`src/rtl/wash_mode_ctrl_if.sv`:
```
// Front-panel bus between the panel/sequencer side (master) and wash_mode_ctrl (slave).
interface wash_mode_ctrl_if #(
  parameter int MODE_W = 3
);
  logic              power_light;
  logic              start_light;
  logic              finish;
  logic              mode_next;
  logic              mode_prev;
  logic [MODE_W-1:0] current_mode;
  logic              running;
  logic              mode_changed;

  modport master (
    output power_light, start_light, finish, mode_next, mode_prev,
    input  current_mode, running, mode_changed
  );

  modport slave (
    input  power_light, start_light, finish, mode_next, mode_prev,
    output current_mode, running, mode_changed
  );
endinterface

```
`src/rtl/wash_mode_ctrl.sv`:
```
// Washing-machine mode selector: power/select/run phases, wrapping mode stepping.
// Optional macro MODE_MEMORY_EN: finish keeps the last run mode instead of DEFAULT_MODE.
//
// state    | meaning
// S_OFF    | machine unpowered, mode forced to 0
// S_SELECT | powered, mode stepped by next/prev button edges
// S_RUN    | wash cycle active, mode locked until finish or power loss
module wash_mode_ctrl #(
  parameter int NUM_MODES    = 5,
  parameter int MODE_W       = 3,
  parameter int DEFAULT_MODE = 1
) (
  input  logic             clk,
  input  logic             rst,
  wash_mode_ctrl_if.slave  bus
);

  typedef enum logic [1:0] {S_OFF, S_SELECT, S_RUN} state_t;

  localparam logic [MODE_W-1:0] MODE_MAX = MODE_W'(NUM_MODES);
  localparam logic [MODE_W-1:0] MODE_DEF = MODE_W'(DEFAULT_MODE);
  localparam logic [MODE_W-1:0] MODE_ONE = MODE_W'(1);

  state_t            state_q, state_d;
  logic [MODE_W-1:0] mode_q, mode_d;
  logic              running_q, changed_q;
  logic              next_q, prev_q;
  logic              rearm_q, rearm_d;
  logic              next_edge, prev_edge;

  assign next_edge = bus.mode_next & ~next_q;
  assign prev_edge = bus.mode_prev & ~prev_q;

  always_comb begin
    state_d = state_q;
    mode_d  = mode_q;
    // Rearm latches once start_light has been seen low; cleared on leaving RUN via finish.
    rearm_d = rearm_q | ~bus.start_light;
    case (state_q)
      S_OFF: begin
        mode_d  = '0;
        rearm_d = 1'b1;
        if (bus.power_light) begin
          state_d = S_SELECT;
          mode_d  = MODE_DEF;
        end
      end
      S_SELECT: begin
        if (!bus.power_light) begin
          state_d = S_OFF;
          mode_d  = '0;
        end else if (bus.start_light && rearm_q) begin
          state_d = S_RUN;
        end else if (next_edge && !prev_edge) begin
          mode_d = (mode_q == MODE_MAX) ? MODE_ONE : mode_q + MODE_ONE;
        end else if (prev_edge && !next_edge) begin
          mode_d = (mode_q == MODE_ONE) ? MODE_MAX : mode_q - MODE_ONE;
        end
      end
      S_RUN: begin
        if (!bus.power_light) begin
          state_d = S_OFF;
          mode_d  = '0;
        end else if (bus.finish) begin
          state_d = S_SELECT;
          rearm_d = 1'b0;
`ifdef MODE_MEMORY_EN
          mode_d  = mode_q;
`else
          mode_d  = MODE_DEF;
`endif
        end
      end
      default: begin
        state_d = S_OFF;
        mode_d  = '0;
      end
    endcase
  end

  always_ff @(posedge clk) begin
    if (rst) begin
      state_q   <= S_OFF;
      mode_q    <= '0;
      running_q <= 1'b0;
      changed_q <= 1'b0;
      next_q    <= 1'b0;
      prev_q    <= 1'b0;
      rearm_q   <= 1'b1;
    end else begin
      state_q   <= state_d;
      mode_q    <= mode_d;
      running_q <= (state_d == S_RUN);
      changed_q <= (mode_d != mode_q);
      next_q    <= bus.mode_next;
      prev_q    <= bus.mode_prev;
      rearm_q   <= rearm_d;
    end
  end

  assign bus.current_mode = mode_q;
  assign bus.running      = running_q;
  assign bus.mode_changed = changed_q;

endmodule

```
`src/flat_wrapper.sv`:
```
// flat-port wrapper written by rule: the top's interface ports become plain ports
module wash_mode_ctrl_flat 
#(
  parameter int NUM_MODES    = 5,
  parameter int MODE_W       = 3,
  parameter int DEFAULT_MODE = 1
)
  (clk, rst, bus_power_light, bus_start_light, bus_finish, bus_mode_next, bus_mode_prev, bus_current_mode, bus_running, bus_mode_changed);
  wash_mode_ctrl_if #(.MODE_W(MODE_W)) bus_i ();
  input  logic clk;
  input  logic rst;
  input wire logic [$bits(bus_i.power_light)-1:0] bus_power_light;
  input wire logic [$bits(bus_i.start_light)-1:0] bus_start_light;
  input wire logic [$bits(bus_i.finish)-1:0] bus_finish;
  input wire logic [$bits(bus_i.mode_next)-1:0] bus_mode_next;
  input wire logic [$bits(bus_i.mode_prev)-1:0] bus_mode_prev;
  output wire logic [$bits(bus_i.current_mode)-1:0] bus_current_mode;
  output wire logic [$bits(bus_i.running)-1:0] bus_running;
  output wire logic [$bits(bus_i.mode_changed)-1:0] bus_mode_changed;
  assign bus_i.power_light = bus_power_light;
  assign bus_i.start_light = bus_start_light;
  assign bus_i.finish = bus_finish;
  assign bus_i.mode_next = bus_mode_next;
  assign bus_i.mode_prev = bus_mode_prev;
  assign bus_current_mode = bus_i.current_mode;
  assign bus_running = bus_i.running;
  assign bus_mode_changed = bus_i.mode_changed;
  wash_mode_ctrl #(.NUM_MODES(NUM_MODES), .MODE_W(MODE_W), .DEFAULT_MODE(DEFAULT_MODE)) u_core (.clk(clk), .rst(rst), .bus(bus_i));
endmodule
```
`config.mk`:
```
export PLATFORM = sky130hd
export DESIGN_NAME = wash_mode_ctrl_flat
export DESIGN_NICKNAME = d
export VERILOG_FILES = /design/src/rtl/wash_mode_ctrl_if.sv /design/src/rtl/wash_mode_ctrl.sv /design/src/flat_wrapper.sv
export SDC_FILE = /design/constraint.sdc
export NUM_CORES = 1
export LEC_CHECK = 0
export CAP_MARGIN = 20
export CORE_MARGIN = 1.5
export CORE_UTILIZATION = 35
export DETAILED_ROUTE_END_ITERATION = 6
export PLACE_DENSITY = 0.54
export SLEW_MARGIN = 20
export SYNTH_ARGS = -nofsm -noshare
export SYNTH_HDL_FRONTEND = slang
export SYNTH_SLANG_ARGS = --single-unit
export TNS_END_PERCENT = 10
```
`constraint.sdc`:
```
create_clock -name clk -period 2.7 [get_ports clk]
set_input_delay 0.675 -clock clk [delete_from_list [all_inputs] [get_ports clk]]
set_output_delay 0.675 -clock clk [all_outputs]
set_load 0.005 [all_outputs]
```
==> results of run 1 <==
## synthesized netlist by cell type, types with 2 or more instances
cell / count
nand2_1: 8
a21oi_1: 7
mux2i_1: 3
nand2b_1: 5
o21ai_0: 2
o21ai_1: 2
nor2b_1: 5
o211ai_1: 2
a211oi_2: 3
ha_1: 4
and2b_4: 2
dfxtp_1: 10
inv_1: 3
nor2_1: 9
nor3_1: 2
## cells in the final DEF, fill, tap and decap left out, types with 2 or more instances in the layout
cell type / count
nor2_1: 9
a21oi_1: 7
nand2b_1: 5
o21ai_0: 2
nor2b_1: 5
and2b_4: 2
nand2_1: 8
mux2i_1: 3
clkdlybuf4s50_1: 11
o21ai_1: 2
dfxtp_1: 10
nor3_1: 2
ha_1: 4
o211ai_1: 2
inv_1: 3
a211oi_2: 3
clkbuf_4: 3
## through the flow
stage	util [%]	total power (W)	hold WS, ns	setup WS, ns	area [um^2]
finish	47.1	0.000334	0.569	0.547	848
global route	47.1	0.000353	0.625	0.449	848
CTS	47.1	0.000338	0.575	0.556	848
detailed placement	45.8	0.000237	0.566	0.271	826
global placement	45.8	0.000238	0.566	0.300	826
floorplan	-	0.000212	0.519	0.959	697
## registers in the layout (all words and copies together) (netlist names)
name / cells
u_core.bus.current_mode: 3
u_core.state_q: 2
u_core.bus.mode_changed: 1
u_core.bus.running: 1
u_core.next_q: 1
u_core.prev_q: 1
u_core.rearm_q: 1
## routing by layer
metal,GRT usage (%),share of wire (%),wire length (um),vias to the layer above
li1,-,-,-,317
met5,0,0,0,-
met4,4.86,0.87,12,0
met1,17.0,45,626,273
met2,25.1,48,667,16
met3,5.66,5.3,73,2
## layout make-up
class,count,area (um^2),share of cell area (%)
Timing Repair Buffer,11,110,13.0
Clock buffer,3,22.5,2.65
Multi-Input combinational cell,68,473,55.8
Tap cell,25,31.3,3.69
Inverter,3,11.3,1.33
Sequential cell,10,200,23.6
## how the worst max path moves through the flow
stage / start / to / slack (ns) / cells past startpoint
after global placement: bus_start_light / u_core.bus.mode_changed / 0.30 / 6
after floorplan: bus_mode_prev / u_core.bus.mode_changed / 0.96 / 5
after CTS: bus_start_light / u_core.bus.mode_changed / 0.56 / 6
after detailed placement: bus_start_light / u_core.bus.mode_changed / 0.27 / 6
after global routing: bus_start_light / u_core.bus.mode_changed / 0.45 / 6
final: bus_start_light / u_core.bus.mode_changed / 0.55 / 6
## power by group
| group | total (W) | switching [W] | leakage [nW] | internal, W |
|---|---|---|---|---|
| registers | 0.000159 | 0.00000528 | 0.0820 | 0.000154 |
| clock network | 0.0000997 | 0.0000483 | 0.0138 | 0.0000514 |
| logic | 0.0000751 | 0.0000374 | 0.194 | 0.0000377 |
## cells by family (layout without fill, tap and decap cells)
family / Yosys count / count (layout) / synth area share, %
mux: 3 / 3 / 4.31
buf+inv: 5 / 17 / 3.41
compound gates: 22 / 22 / 23.5
xor+xnor: 2 / 2 / 3.59
fa+ha+maj: 4 / 4 / 7.18
flops: 10 / 10 / 28.7
simple gates: 37 / 37 / 29.3
## critical path: cells and delay by family
kind / cells / cell delay [ns]
buf+inv: 1 / 0.48
simple gates: 2 / 0.47
compound gates: 2 / 0.39
mux: 1 / 0.27
==> results.txt, run 1 <==
In this run the critical register-to-register path is launched from u_core.bus.current_mode[0]. Counting the buffers created by CTS gives 3. The worst path needs 2.15 ns of the cycle, external delays included. Buffers added to address setup during post-CTS repair amount to 0.

The first global-routing pass estimated 2300 um of wire. The sequential share of the synthesized area came out at 28.7%. Wire length after detailed routing: 1380 um. Walking the worst path, the cells encountered are clkdlybuf4s50_1 -> and2_1 -> nor3_2 -> a211oi_2 -> mux2i_1 -> a41oi_2.

On the final layout, the worst clock skew is 0.000831 ns. The number of optimization iterations in the first detailed-route pass came out at 4. The post-synth net total was 94; the number of hold violations in the final report was 0. The fraction of final layout cells sized beyond drive strength 1 was 13.7%; the share of flip-flops with an asynchronous set or reset was 0%. Of the post-synthesis cell area, the dominant cell type holds 28.7%. The number of max-slew violations in the final report was 0. The longest clock path from root to sink contains 2 buffers.

The worst hold path stage count works out to 2. The slew at the pin closest to its max-slew limit works out to 0.380 ns. The leading register cell type out of synthesis was dfxtp_1.

The synthesized design spends more area on one cell type than any other, namely dfxtp_1. The run gives 0.290 nW as the leakage component of the power. Based on the critical path, the design can be clocked at up to 0.464 GHz. For hold timing, the worst endpoint is u_core.bus.current_mode[1].

The root buffer cell chosen for the clock tree is clkbuf_4. After the flow finishes, the layout carries non-filler instances totaling 120. In this run, distinct cell masters in the synthesized netlist total 31.

The tools report the endpoint of the most critical register-to-register path as u_core.bus.mode_changed. The worst setup path is captured at a flop. Final weighted congestion of routability-driven global placement: 0.773. Setup repair after global routing left no endpoint under its margin. The tools report the data arrival time of the critical path as 2.29 ns. Placed wire-length estimate after detailed placement: 1060 um. Summing over every cut layer, the via total after detailed routing is 608. TritonCTS built the clock tree. Counting flops with a built-in enable in the synthesized netlist gives 0.

Setup violations remaining at the end of the flow were counted as 0. After clock tree synthesis, the flow added hold-fix buffers numbering 0. STA classifies the critical path startpoint as a primary input. The data required time of the critical path was 2.83 ns; the remaining max-slew budget at the tightest pin was 74.6%. For the number of antenna violations at the first check in global routing, the log shows 0. In this run the tool buffered the top-level ports with 11 buffer cells.

The slowest stage of the critical path is the clkdlybuf4s50_1 cell. Across the VDD grid, the largest voltage drop is 267 uV. The flow ran to the end, and the final reports show no timing, DRC or antenna violations. In this run the register-to-register setup slack is 0.88 ns. The detailed-route vias per instance works out to 5.07. For this run, the total global-route usage over all layers was measured as 14.8%. In the final design database the tool counted 108 nets. The power density of the placed cells is 393 mW/mm^2, and the number of nets with antenna violations after detailed routing is 0.

The per-instance average area after synthesis works out to 8.40 um^2. The largest stage delay on the critical path is 0.48 ns, and the total negative slack is 0 ns. The critical-path maximum fanout is 10. For the clock latency on the worst-skew pair, the log shows 0.26 ns.

CTS saw 10 sinks. In the routed design, unresolved DRC markers number 0. The first routing iteration left 25 violations. The number of antenna diodes in the final layout is 0. The die covers 0.00227 mm^2. Worst-case reg-to-reg path depth: 6. Total global routing overflow: 0. The run gives 15 as the site row count.

The instance count of the mapped netlist is 83, and the maximum level of the CTS H-tree is 1. The wire length per cell after detailed routing was 11.5 um; the number of max-cap violations was 0. The die is 47.6 um wide. The warning count from the yosys run is 0. The tightest min-delay check is of the reg2reg type.

The tools report the number of resized instances in the post-cts repair step as 0. The clock input transition at the sequential cells of the worst setup and hold paths is 0.06 ns. The run gives 117 as the number of instances in the placed design.

For this configuration, the core starts out at a cell density of 38.7%. By area the synthesized netlist is led by dfxtp_1 (29%), ha_1 (7.2%), a211oi_2 (5.4%). From synthesis to final layout, the design area changed by 21.7%.

The worst hold path begins at u_core.bus.current_mode[1]. The type of the worst setup path was in2reg. For the number of placed I/O pins, the log shows 12. Entering global routing, the biggest net connects 11 pins.

The mapped netlist covers 697 um^2. The via count of the first global-routing pass came out at 548. From bottom edge to top edge, the die measures 47.6 um. The number of storage elements in the synthesis netlist came out at 10. After floorplanning, the core was sized to cover 0.00180 mm^2. The part of the cycle the worst path needs was 79.7%; the number of filler instances in the final layout was 184.
(Power assumes the default switching activity.)
==> run 2: changes to the inputs <==
==> constraint.sdc (replaced) <==
create_clock -name clk -period 2.2 [get_ports clk]
set_input_delay 0.55 -clock clk [delete_from_list [all_inputs] [get_ports clk]]
set_output_delay 0.55 -clock clk [all_outputs]
set_load 0.005 [all_outputs]
==> results.txt, run 2 (synthesis results as in run 1) <==
Power density of the placed cells: 520 mW/mm^2 (was 393 mW/mm^2). Static timing analysis puts the maximum clock frequency at 0.531 GHz. The buffer and inverter count on the worst path is 1 (unchanged). The tools report the antenna diode count as 0 (unchanged). The run finished with clean final reports.

The most common cell after layout, fill and taps aside was clkdlybuf4s50_1 (unchanged). The type of destination of the critical path is an output pin (was a flop). For the detailed router's first-iteration violation count, the log shows 12 (was 25). The detailed-routing wirelength on met1 is 722 um (was 626 um). The tools report the total global routing overflow as 0 (unchanged). The reg-to-reg critical path startpoint was u_core.bus.current_mode[0] (unchanged). Maximum vdd ir drop: 288 uV (was 267 uV). The cell family contributing the most delay on the critical path is buffers and inverters (unchanged). The worst path needs 1.88 ns of the cycle, external delays included. The part of the total power dissipated in the clock network was 36.7% (was 29.9%); the number of buffers created by CTS was 3 (unchanged). The largest stage delay on the critical path came out at 0.56 ns (was 0.48 ns). The tools report the final-report setup violation count as 0 (unchanged). The wire length after detailed routing is 1410 um (was 1380 um).

The run gives 15 (unchanged) as the site row count. The type of the worst setup path was reg2out (was in2reg). The number of buffers on the longest clock path came out at 2 (unchanged). The area of the core came out at 0.00180 mm^2 (unchanged). The detailed-route vias per instance came out at 4.98 (was 5.07). Cell Chain, Critical Path: clkdlybuf4s50_1 (was clkdlybuf4s50_1 -> and2_1 -> nor3_2 -> a211oi_2 -> mux2i_1 -> a41oi_2). The run gives 885 um^2 (was 848 um^2) as the area of all placed cells without fillers.

The number of max-slew violations in the final report is 0 (unchanged), and the pin count of the biggest net entering global routing is 9 (was 11). The maximum level of the CTS H-tree is 1 (unchanged). Type of the most critical hold path: reg2reg (unchanged).

The number of max-cap violations came out at 0 (unchanged). The run gives 0.00201 ns (was 0.000831 ns) as the final worst clock skew. The end of the critical path is bus_current_mode[2] (was u_core.bus.mode_changed). The tools report the power spent charging and discharging nets as 0.000122 W (was 0.0000910 W). The cell area after placement was 848 um^2 (was 826 um^2); the global-route wire length before repair was 2270 um (was 2300 um). Leading cell types in the layout, fill and taps excluded: clkdlybuf4s50_1 (11), dfxtp_1 (10), nor2_1 (9), nand2_1 (8), a21oi_1 (7) (unchanged). Via total after detailed routing: 617 (was 608).

Met2 layer wire length in the routed design: 615 um (was 667 um). The logs give 0.00227 mm^2 (unchanged) for the die footprint and 1110 um (was 1060 um) for the placed wire-length estimate after detailed placement. For the initial core utilization, the log shows 38.7% (unchanged).

Setup repair after global routing left no endpoint under its margin. For the worst setup slack for register-to-register paths, the log shows 0.39 ns (was 0.88 ns). The number of nets with antenna violations after detailed routing is 0 (unchanged), and the via count of the first global-routing pass is 527 (was 548). For the data required time of the critical path, the log shows 1.65 ns (was 2.83 ns). The number of sinks handled by clock tree synthesis is 10 (unchanged), and the clock input transition at the sequential cells of the worst setup and hold paths is 0.07 ns (was 0.06 ns). The wire length per cell after detailed routing came out at 11.4 um (was 11.5 um). The logs give 0.000338 W (was 0.000243 W) for the design internal power and 42.4% (was 47.6%) for the sequential cell fraction of total power. The worst-case reg-to-reg path depth is 6 (unchanged), and the number of gates on the worst path with buffers counted is 1 (was 6). The fraction of final layout cells sized beyond drive strength 1 was 17.2% (was 13.7%).

The run gives 14.5% (was 14.8%) as the overall track demand over capacity in global routing. The number of resized instances in the post-cts repair step came out at 0 (unchanged). TritonCTS built the clock tree. The remaining max-slew budget at the tightest pin was 75.9% (was 74.6%). Highest metal layer used by the detailed router: met4 (unchanged).

The number of I/O port buffers came out at 11 (unchanged). The number of nets in the layout is 111 (was 108), and the total negative slack is 0 ns (unchanged). Master of the slowest instance on the critical path: clkdlybuf4s50_1 (unchanged). The tools report the clock tree root buffer cell as clkbuf_4 (unchanged). The layout-stage area growth over the synthesis result works out to 26.9% (was 21.7%). The tools report the origin of the worst setup path as u_core.bus.current_mode[2] (was bus_start_light). The proportion of total power due to net switching is 26.5% (was 27.3%), and the clock latency on the worst-skew pair is 0.26 ns (about the same).

The number of placed I/O pins is 12 (unchanged). The number of flip-flops in the largest register works out to 3 (unchanged). The logs give 0.312 nW (was 0.290 nW) for the leakage component of the power and 0 (unchanged) for the buffers inserted during post-CTS setup optimization. The worst slack after detailed placement was 0.0477 ns (was 0.271 ns); the combinational power share was 20.9% (was 22.5%).

The data arrival time of the critical path is 1.33 ns (was 2.29 ns), and the hold buffer count at cts is 0 (unchanged). Critical-path maximum fanout: 8 (was 10). The slew at the pin closest to its max-slew limit was 0.360 ns (was 0.380 ns). The final weighted congestion of routability-driven global placement was 0.772 (was 0.773); the wire length on met3 was 60 um (was 73 um). The number of optimization iterations in the first detailed-route pass was 4 (unchanged); the x dimension of the die was 47.6 um (unchanged). The tools report the critical path startpoint category as a flop (was a primary input). The die height was 47.6 um (unchanged); the number of hold violations in the final report was 0 (unchanged). The endpoint of the most critical register-to-register path was u_core.bus.mode_changed (unchanged).

The slack of the critical path came out at 0.317 ns (was 0.547 ns). The residual DRC count was 0 (unchanged). Dividing the final minimum period by the clock period gives 85.6%. The share of the core filled with cells in the final layout is 49.1% (was 47.1%), and the number of antenna violations at the first check in global routing is 0 (unchanged).
==> run 2: metal layers <==
metal / track usage (%) / vias to the layer above
met2: 21.9 / 13
met4: 6.49 / 0
met1: 19.8 / 279
met3: 3.40 / 2
met5: 0 / -
li1: - / 323
==> run 2: area by class of cell <==
class / count / area, um^2
clock buffer: 4 / 36.3
fill: 195 / 917
inverter: 3 / 11.3
multi-input combinational: 68 / 473
sequential: 10 / 200
tap: 25 / 31.3
timing repair buffer: 14 / 133
==> run 2: tightest hold or removal path: stages, from the launching register on <==
cell	delay [ns]
dfxtp_1	0.36
o21ai_1	0.09
a21oi_1	0.06
==> run 2: worst min path at each step <==
stage / startpoint / end / slack [ns] / cells after the start
after floorplan: u_core.state_q[0] / u_core.rearm_q / 0.52 / 2
after global placement: u_core.bus.current_mode[1] / u_core.bus.current_mode[1] / 0.57 / 2
after detailed placement: u_core.bus.current_mode[1] / u_core.bus.current_mode[1] / 0.55 / 2
after CTS: u_core.bus.current_mode[1] / u_core.bus.current_mode[1] / 0.56 / 2
after global routing: u_core.state_q[1] / u_core.rearm_q / 0.62 / 2
final: u_core.bus.current_mode[1] / u_core.bus.current_mode[1] / 0.56 / 2
==> run 2: power by group through the flow <==
stage	sequential [W]	clock [W]	combinational [W]
floorplan	0.000198	0	0.0000615
global placement	0.000199	0	0.0000970
detailed placement	0.000199	0	0.0000961
CTS	0.000195	0.000175	0.0000966
global route	0.000196	0.000184	0.000106
finish	0.000195	0.000169	0.0000962
==> run 2: stage by stage <==
step,cells,hold WS (ns),power (W)
6_report,124,0.556,0.000460
5_1_grt,124,0.621,0.000487
3_3_place_gp,120,0.566,0.000296
4_1_cts,124,0.564,0.000466
3_5_place_dp,120,0.554,0.000296
2_1_floorplan,83,0.519,0.000260
==> run 3: changes to the inputs <==
--- a/config.mk
+++ b/config.mk
@@ -5,11 +5,10 @@
 export SDC_FILE = /design/constraint.sdc
 export NUM_CORES = 1
 export LEC_CHECK = 0
-export CAP_MARGIN = 20
-export CORE_MARGIN = 1.5
 export CORE_UTILIZATION = 35
 export DETAILED_ROUTE_END_ITERATION = 6
 export PLACE_DENSITY = 0.54
+export SETUP_SLACK_MARGIN = 0.02
 export SLEW_MARGIN = 20
 export SYNTH_ARGS = -nofsm -noshare
 export SYNTH_HDL_FRONTEND = slang
==> results.txt, run 3 (synthesis results as in run 1) <==
The flow ran to the end, and the final reports show no timing, DRC or antenna violations. The buffers inserted during post-CTS setup optimization is 0 (unchanged), and the number of optimization iterations in the first detailed-route pass is 4 (unchanged). The overall track demand over capacity in global routing is 16.0% (was 14.5%).

The fraction of final layout cells sized beyond drive strength 1 came out at 18.0% (was 17.2%). The x dimension of the die came out at 46.6 um (was 47.6 um). The buffer and inverter count on the worst path was 1 (unchanged). The cell area after placement is 856 um^2 (was 848 um^2).

The count of non-filler cells in the finished layout came out at 125 (was 124). The most common cell after layout, fill and taps aside was clkdlybuf4s50_1 (unchanged). The number of filler instances in the final layout came out at 188 (was 195). The number of buffers on the longest clock path came out at 2 (unchanged).

Setup repair after global routing left no endpoint under its margin. The logs give 0 (unchanged) for the hold buffer count at cts and 1140 um (was 1110 um) for the placed wire-length estimate after detailed placement. Leading cell types in the layout, fill and taps excluded: clkdlybuf4s50_1 (11), dfxtp_1 (10), nor2_1 (9), nand2_1 (8), a21oi_1 (7) (unchanged). The number of antenna violations at the first check in global routing was 0 (unchanged).

The master of the slowest instance on the critical path was clkdlybuf4s50_1 (unchanged). The tools report the endpoint of the most critical register-to-register path as u_core.bus.mode_changed (unchanged). For the via count of the first global-routing pass, the log shows 550 (was 527). The run gives 625 (was 617) as the via total after detailed routing. The number of I/O port buffers works out to 11 (unchanged).

The tools report the residual DRC count as 0 (unchanged). The worst hold path startpoint is u_core.state_q[1] (was u_core.bus.current_mode[1]). The run gives 74.9% (was 75.9%) as the remaining max-slew budget at the tightest pin. The power density of the placed cells is 524 mW/mm^2 (was 520 mW/mm^2).

The total negative slack is 0 ns (unchanged), and the worst slack on hold paths is 0.563 ns (was 0.556 ns). The number of sinks handled by clock tree synthesis is 10 (unchanged). The critical-path maximum fanout is 8 (unchanged), and the shortest clock period the worst path allows after layout is 1.89 ns (was 1.88 ns).

The worst setup slack for register-to-register paths was 0.42 ns (was 0.39 ns); the number of hold violations in the final report was 0 (unchanged). For the number of resized instances in the post-cts repair step, the log shows 0 (unchanged). The leakage component of the power was 0.317 nW (was 0.312 nW). The type of the worst setup path is reg2out (unchanged).

The overall power after layout is 0.000467 W (was 0.000460 W), and the worst-case reg-to-reg path depth is 7 (was 6). The tools report the final-report setup violation count as 0 (unchanged). For the area of all placed cells without fillers, the log shows 892 um^2 (was 885 um^2).

The pin count of the biggest net entering global routing is 9 (unchanged), and the maximum vdd ir drop is 382 uV (was 288 uV). The run gives 0 (unchanged) as the total global routing overflow. The run gives 0 (unchanged) as the number of max-cap violations. The wire length per cell after detailed routing works out to 11.3 um (was 11.4 um). The run gives 12 (unchanged) as the number of placed I/O pins.

The run gives 2390 um (was 2270 um) as the global-route wire length before repair. TritonCTS built the clock tree. The initial core utilization came out at 38.7% (unchanged). Worst hold path stage count: 2 (unchanged). Wire length after detailed routing: 1410 um (about the same). Cell Chain, Critical Path: clkdlybuf4s50_1 (unchanged). The site row count was 15 (unchanged); the clock latency on the worst-skew pair was 0.27 ns (was 0.26 ns).

The number of nets in the layout is 112 (was 111). The worst hold path endpoint was u_core.rearm_q (was u_core.bus.current_mode[1]). The final weighted congestion of routability-driven global placement is 0.793 (was 0.772), and the number of instances in the placed design is 121 (was 120). The tools report the number of nets with antenna violations after detailed routing as 0 (unchanged).

Upper clock frequency limit: 0.530 GHz (was 0.531 GHz). The die height was 46.6 um (was 47.6 um); the detailed router's first-iteration violation count was 17 (was 12). The largest stage delay on the critical path came out at 0.56 ns (about the same).

The critical path startpoint category was a flop (unchanged). The reg-to-reg critical path startpoint is u_core.bus.current_mode[1] (was u_core.bus.current_mode[0]). For the final worst clock skew, the log shows 0.00369 ns (was 0.00201 ns). The type of destination of the critical path was an output pin (unchanged). The run gives 0.00180 mm^2 (unchanged) as the area of the core. The clock input transition at the sequential cells of the worst setup and hold paths was 0.08 ns (was 0.07 ns). The slew at the pin closest to its max-slew limit works out to 0.376 ns (was 0.360 ns). The antenna diode count came out at 0 (unchanged). The type of the most critical hold path is reg2reg (unchanged). The tools report the number of max-slew violations in the final report as 0 (unchanged). For the data required time of the critical path, the log shows 1.65 ns (about the same). Cell family contributing the most delay on the critical path: buffers and inverters (unchanged). The part of the cycle the worst path needs works out to 85.7% (was 85.6%).

The run gives 3 (unchanged) as the number of buffers created by CTS. Clock tree root buffer cell: clkbuf_4 (unchanged). The maximum level of the CTS H-tree came out at 1 (unchanged). Data arrival time of the critical path: 1.34 ns (was 1.33 ns). The layout-stage area growth over the synthesis result is 28.0% (was 26.9%), and the die footprint is 0.00217 mm^2 (was 0.00227 mm^2). Number of flip-flops in the largest register: 3 (unchanged). The detailed-route vias per instance was 5.00 (was 4.98).
run 3: cell count changes in the layout (fill, tap and decap cells not counted):
cell / change
buf_4: +1
run 3: layer usage:
metal / GRT usage, % / up-vias / routed length [um]
met4: 8.57 / 0 / 34
met5: 0 / - / 0
met1: 21.0 / 280 / 708
li1: - / 330 / -
met2: 24.2 / 10 / 632
met3: 3.53 / 5 / 38
run 3: tightest hold or removal path, delay by kind of cell (launching register included):
| kind | cells | cell delay (ns) |
|---|---|---|
| flip-flops | 1 | 0.35 |
| AND/OR/NAND/NOR | 2 | 0.20 |
run 3: worst max path at each step:
stage | startpoint | endpoint | slack [ns] | cells past startpoint
3_3_place_gp | bus_mode_next | u_core.bus.current_mode[2] | 0.11 | 7
3_5_place_dp | bus_mode_prev | u_core.bus.mode_changed | 0.07 | 6
5_1_grt | bus_mode_next | u_core.bus.mode_changed | 0.25 | 6
6_report | u_core.bus.current_mode[2] | bus_current_mode[2] | 0.31 | 1
4_1_cts | u_core.bus.current_mode[2] | bus_current_mode[2] | 0.30 | 1
2_1_floorplan | u_core.bus.current_mode[0] | u_core.bus.mode_changed | 0.52 | 6
run 3: metrics by stage:
step / setup slack (ns) / util (%)
after floorplan: 0.517 / -
after global placement: 0.107 / 47.5
after detailed placement: 0.0721 / 47.5
after CTS: 0.304 / 49.5
after global routing: 0.249 / 49.5
final: 0.314 / 49.5
run 3: final cells by class:
type | count | area, um^2 | area share [%]
Clock buffer | 4 | 36.3 | 4.07
Tap cell | 25 | 31.3 | 3.51
Inverter | 3 | 11.3 | 1.26
Sequential cell | 10 | 200 | 22.4
Multi-Input combinational cell | 68 | 473 | 53.0
Timing Repair Buffer | 15 | 140 | 15.7
run 3: power by group:
group,internal (W),switching [W]
clock network,0.000101,0.0000746
logic,0.0000503,0.0000465
registers,0.000188,0.00000675
